===== src/rtl/wb_sdrc_bridge.sv =====
// rtl/wb_sdrc_bridge.sv - Wishbone classic slave to SDRAM controller application-port bridge
module wb_sdrc_bridge #(
    parameter int dw      = 32,
    parameter int APP_AW  = 26,
    parameter int TIMEOUT = 255
) (
    input  logic              sys_clk,
    input  logic              resetn,
    input  logic              wb_cyc_i,
    input  logic              wb_stb_i,
    input  logic              wb_we_i,
    input  logic [APP_AW-1:0] wb_addr_i,
    input  logic [dw-1:0]     wb_dat_i,
    input  logic [dw/8-1:0]   wb_sel_i,
    output logic [dw-1:0]     wb_dat_o,
    output logic              wb_ack_o,
    output logic              wb_err_o,
    output logic              app_req,
    output logic [APP_AW-1:0] app_req_addr,
    output logic [8:0]        app_req_len,
    output logic              app_req_wr_n,
    input  logic              app_req_ack,
    output logic [dw-1:0]     app_wr_data,
    output logic [dw/8-1:0]   app_wr_en_n,
    input  logic              app_wr_next_req,
    input  logic [dw-1:0]     app_rd_data,
    input  logic              app_rd_valid
);
    localparam int SW = dw / 8;
    localparam int CW = (TIMEOUT > 2) ? $clog2(TIMEOUT) : 1;

    typedef enum logic [2:0] {S_IDLE, S_REQ, S_WDATA, S_RDATA, S_ACK} state_t;

    state_t            r_state;
    state_t            w_next;
    logic [CW-1:0]     r_cnt;
    logic              r_abort;
    logic              r_we;
    logic [APP_AW-1:0] r_addr;
    logic [dw-1:0]     r_dat;
    logic [SW-1:0]     r_sel;
    logic              r_app_req;
    logic              r_wr_n;
    logic [SW-1:0]     r_en_n;
    logic              r_ack;
    logic              r_err;
    logic [dw-1:0]     r_rdat;

    logic              w_start;
    logic              w_hs;
    logic              w_expire;
    logic              w_aborted;
    logic              w_app_req;
    logic              w_wr_n;
    logic [SW-1:0]     w_en_n;
    logic              w_ack;
    logic              w_err;
    logic [dw-1:0]     w_rdat;

    // A new cycle is only taken once the previous ack/err pulse has been seen
    assign w_start   = wb_cyc_i & wb_stb_i & ~r_ack & ~r_err;
    // Expiry is when the last permitted waiting cycle passes without a handshake
    assign w_expire  = (TIMEOUT != 0) && (r_cnt == CW'(TIMEOUT - 1));
    // Master walked away either earlier in this transaction or right now
    assign w_aborted = r_abort | ~wb_cyc_i;

    assign wb_dat_o     = r_rdat;
    assign wb_ack_o     = r_ack;
    assign wb_err_o     = r_err;
    assign app_req      = r_app_req;
    assign app_req_addr = r_addr;
    assign app_req_len  = 9'd1;
    assign app_req_wr_n = r_wr_n;
    assign app_wr_data  = r_dat;
    assign app_wr_en_n  = r_en_n;

    // Select the handshake the current state is waiting on
    always_comb begin
        w_hs = 1'b0;
        case (r_state)
            S_REQ:   w_hs = r_app_req & app_req_ack;
            S_WDATA: w_hs = app_wr_next_req;
            S_RDATA: w_hs = app_rd_valid;
            default: w_hs = 1'b0;
        endcase
    end

    // State register
    always_ff @(posedge sys_clk or negedge resetn) begin
        if (!resetn) r_state <= S_IDLE;
        else         r_state <= w_next;
    end

    // Next-state logic; a handshake arriving on the expiry cycle takes priority
    always_comb begin
        w_next = r_state;
        case (r_state)
            S_IDLE:  if (w_start) w_next = S_REQ;
            S_REQ:   if (w_hs) w_next = r_we ? S_WDATA : S_RDATA;
                     else if (w_expire) w_next = S_IDLE;
            S_WDATA: if (w_hs) w_next = S_ACK;
                     else if (w_expire) w_next = S_IDLE;
            S_RDATA: if (w_hs) w_next = S_ACK;
                     else if (w_expire) w_next = S_IDLE;
            S_ACK:   w_next = S_IDLE;
            default: w_next = S_IDLE;
        endcase
    end

    // Next values of the registered outputs
    always_comb begin
        w_app_req = r_app_req;
        w_wr_n    = r_wr_n;
        w_en_n    = r_en_n;
        w_rdat    = r_rdat;
        w_ack     = 1'b0;
        w_err     = 1'b0;
        case (r_state)
            S_REQ: begin
                w_wr_n = ~r_we;
                if (w_hs) begin
                    w_app_req = 1'b0;
                    if (r_we) w_en_n = ~r_sel;
                end else if (w_expire) begin
                    w_app_req = 1'b0;
                    w_err     = ~w_aborted;
                end else begin
                    w_app_req = 1'b1;
                end
            end
            S_WDATA: begin
                if (w_hs || w_expire) w_en_n = '1;
                if (!w_hs && w_expire) w_err = ~w_aborted;
            end
            S_RDATA: begin
                if (w_hs) w_rdat = app_rd_data;
                else if (w_expire) w_err = ~w_aborted;
            end
            S_ACK:   w_ack = ~w_aborted;
            default: ;
        endcase
    end

    // Output registers
    always_ff @(posedge sys_clk or negedge resetn) begin
        if (!resetn) begin
            r_app_req <= 1'b0;
            r_wr_n    <= 1'b1;
            r_en_n    <= '1;
            r_rdat    <= '0;
            r_ack     <= 1'b0;
            r_err     <= 1'b0;
        end else begin
            r_app_req <= w_app_req;
            r_wr_n    <= w_wr_n;
            r_en_n    <= w_en_n;
            r_rdat    <= w_rdat;
            r_ack     <= w_ack;
            r_err     <= w_err;
        end
    end

    // Capture the Wishbone request when it is accepted
    always_ff @(posedge sys_clk or negedge resetn) begin
        if (!resetn) begin
            r_addr <= '0;
            r_dat  <= '0;
            r_sel  <= '0;
            r_we   <= 1'b0;
        end else if (r_state == S_IDLE && w_start) begin
            r_addr <= wb_addr_i;
            r_dat  <= wb_dat_i;
            r_sel  <= wb_sel_i;
            r_we   <= wb_we_i;
        end
    end

    // Timeout counter: cleared on acceptance, counts while waiting on the controller
    always_ff @(posedge sys_clk or negedge resetn) begin
        if (!resetn) begin
            r_cnt <= '0;
        end else if (r_state == S_IDLE) begin
            if (w_start) r_cnt <= '0;
        end else if (r_state != S_ACK) begin
            r_cnt <= r_cnt + CW'(1);
        end
    end

    // Abort flag: sticky while a transaction is outstanding, cleared back in IDLE
    always_ff @(posedge sys_clk or negedge resetn) begin
        if (!resetn)                                   r_abort <= 1'b0;
        else if (r_state == S_IDLE || w_next == S_IDLE) r_abort <= 1'b0;
        else                                           r_abort <= w_aborted;
    end
endmodule


===== config.mk =====
export PLATFORM = sky130hd
export DESIGN_NAME = wb_sdrc_bridge
export DESIGN_NICKNAME = d
export VERILOG_FILES = /design/src/rtl/wb_sdrc_bridge.sv
export SDC_FILE = /design/constraint.sdc
export NUM_CORES = 1
export LEC_CHECK = 0
export ABC_AREA = 1
export CAP_MARGIN = 0
export CORE_AREA = 2 2 109 111
export CTS_CLUSTER_DIAMETER = 50
export DETAILED_ROUTE_END_ITERATION = 10
export DIE_AREA = 0 0 111 113
export GPL_TIMING_DRIVEN = 0
export PLACE_DENSITY_LB_ADDON = 0.12
export SYNTH_ARGS = -nofsm -noshare
export SYNTH_HDL_FRONTEND = slang
export SYNTH_SLANG_ARGS = --single-unit

===== constraint.sdc =====
create_clock -name sys_clk -period 1.9 [get_ports sys_clk]
set_clock_uncertainty 0.05 [all_clocks]
set_input_delay 0.475 -clock sys_clk [delete_from_list [all_inputs] [get_ports sys_clk]]
set_output_delay 0.475 -clock sys_clk [all_outputs]
set_load 0.01 [all_outputs]

## After elaboration in Yosys (flattened, before gate mapping)

Index checks and enable logic that the tools add are counted.

- Flip-flop bits (word level): 115
- Bits of input ports: 102
- Output and inout port bits: 107
- Word-level logic and storage cells: 71

- Add/subtract/negate cells: 1
- Equality and inequality tests: 10
- Muxes and demuxes: 22
- Bitwise logic cells: 11
- Reduce and logical (&&, ||, !) cells: 14

Operators by type and width:

| kind | number |
|---|---|
| two-way mux 8 bit | 3 |
| two-way mux 3 bit | 4 |
| two-way mux 4 bit | 3 |
| one-hot mux 3 bit (3 select lines) | 1 |
| adder 8 x 1 -> 8 bit (second input constant) | 1 |
| == test 8 bit (second input constant) | 1 |
| two-way mux 1 bit | 8 |
| != test 2 bit (second input constant) | 4 |
| one-hot mux 4 bit (2 select lines) | 1 |
| == test 3 x 2 -> 1 bit (second input constant) | 2 |
| zero test 3 bit | 2 |
| inverter 1 bit | 5 |
| bitwise AND 1 bit | 4 |
| inverter 4 bit | 1 |
| AND reduction 2 bit | 2 |
| AND reduction 4 bit | 1 |
| nonzero test 2 bit | 2 |
| OR reduction 2 bit | 2 |
| == test 3 x 1 -> 1 bit (second input constant) | 1 |
| == test 3 bit (second input constant) | 1 |
| != test 3 bit (second input constant) | 1 |
| one-hot mux 1 bit (3 select lines) | 1 |
| logical AND 1 bit | 2 |
| logical OR 1 bit | 2 |
| other kinds (3) | 3 |

## Logic depth before layout (Yosys ltp)

- Word-level depth: 8
- Mapped depth: 9
- Mapped depth without buffers: 9

## Least setup slack after synthesis

No wires, ideal clock.

- Path kind: flip-flop to flip-flop
- Start point: reg r_state[0]
- End point: reg r_addr[0] (netlist: app_req_addr[0])
- Library setup time: 0.116 ns
- Arrival: 1.237 ns
- Data required time: 1.734 ns
- Slack: 0.497 ns
- Cell stages (with the launch flop): 7
- Buffers on the path: 2
- Clock period less this slack: 1.403 ns
- Path through: dfrtp_1 nor2_4 nand4_4 buf_2 buf_2 nand2_1 nand2_1

- Cells in the longest elaborated chain, start to end: 2

Ends and longest elaborated chain:

| element | RTL line | RTL |
|---|---|---|
| from (decl) | 34 | `state_t r_state;` |
| from (signal assigned) | 91 | `else r_state <= w_next;` |
| zero test 3 bit | 170 | `end else if (r_state == S_IDLE && w_start) begin` |
| logical AND 1 bit | 170 |  |
| to (signal assigned) | 171 | `r_addr <= wb_addr_i;` |
| to (decl) | 39 | `logic [APP_AW-1:0] r_addr;` |

Every way passes these cells.
A chain may end at the register's enable or synchronous reset.

## Worst setup path after layout

- Start point: reg r_dat[7] (netlist: app_wr_data[7])
- End point: out app_wr_data[7]

RTL lines:

| element | RTL line | RTL |
|---|---|---|
| from (decl) | 40 | `logic [dw-1:0] r_dat;` |
| from (signal assigned) | 172 | `r_dat <= wb_dat_i;` |
| to (decl) | 23 | `output logic [dw-1:0] app_wr_data,` |

No word-level cell between the ends.

==> out/metrics.cfg <==
[run_status]
status=finished clean

[drt]
routed_wirelength_um=12200
dr_total_vias=3889
first_iter_violations=133
drtPass1Iterations=6
wl_met3_um=872
vias_per_cell=4.56
met1Wirelength_um=4660
met2_length_um=6380
routedWlPerCell_um=14.3
drc=0
drtAntennaViolNets=0
top_layer=met4

[sta]
period_minus_slack_ns=1.86
fin_tns_setup_ns=0
fmaxAchievable_ghz=0.539
fin_ws_ns=0.0440
period_share_pct=97.7
drv_slew=0
setup_viol=0
hold_violations=0
rsz0062_at_grt=false

[clock_network]
cts_made_buffers=17
h-tree-depth=4
cts_tree=done
clockRootBuffer=clkbuf_16
clock-sinks=115
clk_pin_slew_ns=0.06
clk_latency_ns=0.41
clock_path_buffers=2

[power_and_ir_drop]
ir_drop_uv=1110
p_sw_share_pct=32.0
p_leak_uw=0.00373
p_sw_uw=3790
p_total_uw=11800
power_frac_seq_pct=35.5
power-per-cell-area_mw_per_mm2=1580
combPwrFrac_pct=38.5
p_int_uw=8050
pwr-share-clk_pct=26.0

[synth]
yosysMostFrequentCell=nand2_1
ys_seq_area_share_pct=62.0
synthTopCellsByArea=dfrtp_1 (59%), nand2_1 (17%), mux2_2 (7.0%)
syn_area_mm2=0.00465
synthDistinctLibCells=29
async_flop_share_pct=100
ys_seq_elements=115
ys_dominant_reg_cell=dfrtp_1
syn_avg_cell_area_um2=9.90
synth_top_area_cell=dfrtp_1
synth_top_area_share_pct=59.1
synth_edf_count=0
yosys_warnings=0
synth_common_cells=nand2_1 (210), dfrtp_1 (110), mux2_2 (29), inv_1 (23), nor2_1 (14)
synth_cells=470

[worst_setup_path]
crit_chain=clkdlybuf4s50_1
cpPeakStageDelay_ns=0.58
crit_family=buffers and inverters
slowest_stage=clkdlybuf4s50_1
critPathArrivalTime_ns=1.33
required_ns=1.37
crit_fanout=2
cp_num_buf_inv=1
start_kind=register
endpoint_kind=output port
critical_path_class=register to output port

[grt]
grt_pass1_vias=4023
grt_pass1_wl_um=20100
grt_usage_pct=20.6
grt_max_degree=80
antenna_found_initial=0
gr-total-overflow=0

[finish]
diodes=0
final_layout_size_suffix_gt1_share_pct=13.9
layout.nets=801
area_delta_synth_final_pct=61.0
post-route-util_pct=66.5
regArea_mm2=0.00288
multi_input_area_mm2=0.00156
fillers=934

[floorplanning]
fp.dieW_um=111
die_y_um=113
pin_count=209
initial_core_util_pct=41.3
fp.coreArea_mm2=0.0113
die-area_mm2=0.0125
num_rows=39

[hold_path]
hold_path.class=register to register

[run]
cap_violations=0

[place]
routabilityCongestion=0.826
port_buffers=199
dpl.hpwl_um=9010
pre_cts_ws_ns=-0.196

flip-flops by register name, summed over array words and instances, names as in the netlist:
signal / cells
app_wr_data: 32
wb_dat_o: 32
app_req_addr: 26
r_cnt: 8
app_wr_en_n: 4
r_sel: 4
r_state: 3
app_req: 1
app_req_wr_n: 1
r_abort: 1
r_we: 1
wb_ack_o: 1
wb_err_o: 1
layer usage:
layer | vias to the layer above | GRT usage, %
li1 | 1900 | -
met1 | 1843 | 23.2
met2 | 123 | 34.8
met3 | 23 | 8.09
met4 | 0 | 9.08
met5 | - | 0
power groups by stage:
stage	logic (uW)	registers [uW]	clock network, uW
floorplan	1540	4650	0
global placement	4590	4180	0
detailed placement	4670	4230	0
CTS	4670	4220	3130
global route	4950	4360	3260
finish	4560	4210	3080
cell families after synthesis:
kind of cell    synth area share [%]
mux                             7.74
compound gates                  2.34
simple gates                    21.4
other cells                    0.161
flops                           62.0
buf+inv                         5.11
fa+ha+maj                      0.538
xor+xnor                       0.753
layout make-up:
type	instances	share of cell area [%]
buffer	25	1.92
clock buffer	19	5.91
clock inverter	13	1.80
inverter	25	1.25
multi-input combinational	312	20.8
sequential	115	38.5
tap	143	2.39
timing repair buffer	201	27.4
per-stage QoR:
step / hold slack [ns] / instances / cell area [um^2]
after CTS: 0.420 / 853 / 7460
after global placement: 0.403 / 819 / 6850
after detailed placement: 0.347 / 820 / 6880
after floorplan: 0.129 / 477 / 4680
final: 0.417 / 853 / 7490
after global routing: 0.447 / 853 / 7490
worst reg2reg max path: stages, from the launching register on:
cell	delay [ns]
dfrtp_1	0.48
nor2_4	0.23
nand4_4	0.20
buf_2	0.24
buf_2	0.20
nand2_1	0.08
nand2_1	0.06
worst paths after layout:
check | slack [ns] | startpoint | cells after the start | end
max in group asynchronous | 0.58 | resetn | 3 | app_req_wr_n
setup / recovery | 0.04 | app_wr_data[7] | 1 | app_wr_data[7]
setup reg to reg | 0.24 | r_state[0] | 6 | app_wr_data[16]
hold reg to reg | 0.42 | app_wr_en_n[2] | 2 | app_wr_en_n[2]
hold / removal | 0.42 | app_wr_en_n[2] | 2 | app_wr_en_n[2]
min in group asynchronous | 0.48 | resetn | 2 | app_req_addr[10]
cells in the final DEF, fill, tap and decap left out, drive strengths merged, types with 3 or more instances in the layout:
| cell type | n |
|---|---|
| clkbuf | 22 |
| nand4 | 5 |
| dfstp | 5 |
| nand2 | 212 |
| a21oi | 7 |
| xor2 | 4 |
| nor3 | 3 |
| clkinvlp | 5 |
| dlygate4sd2 | 5 |
| o21ai | 12 |
| nand3 | 5 |
| buf | 24 |
| nor2 | 16 |
| clkdlybuf4s50 | 181 |
| conb | 9 |
| dlymetal6s2s | 12 |
| clkinv | 5 |
| dfrtp | 110 |
| mux2 | 32 |
| inv | 26 |
timing repair:
action,CTS,global route
hold buffers,1,0
endpoints found under the hold margin,36,0
buffers inserted,0,0
setup endpoints to repair,5,12
gates cloned,0,0
pin swaps,0,0
gates resized for setup,5,12
Power figures use the tool's default switching activity.
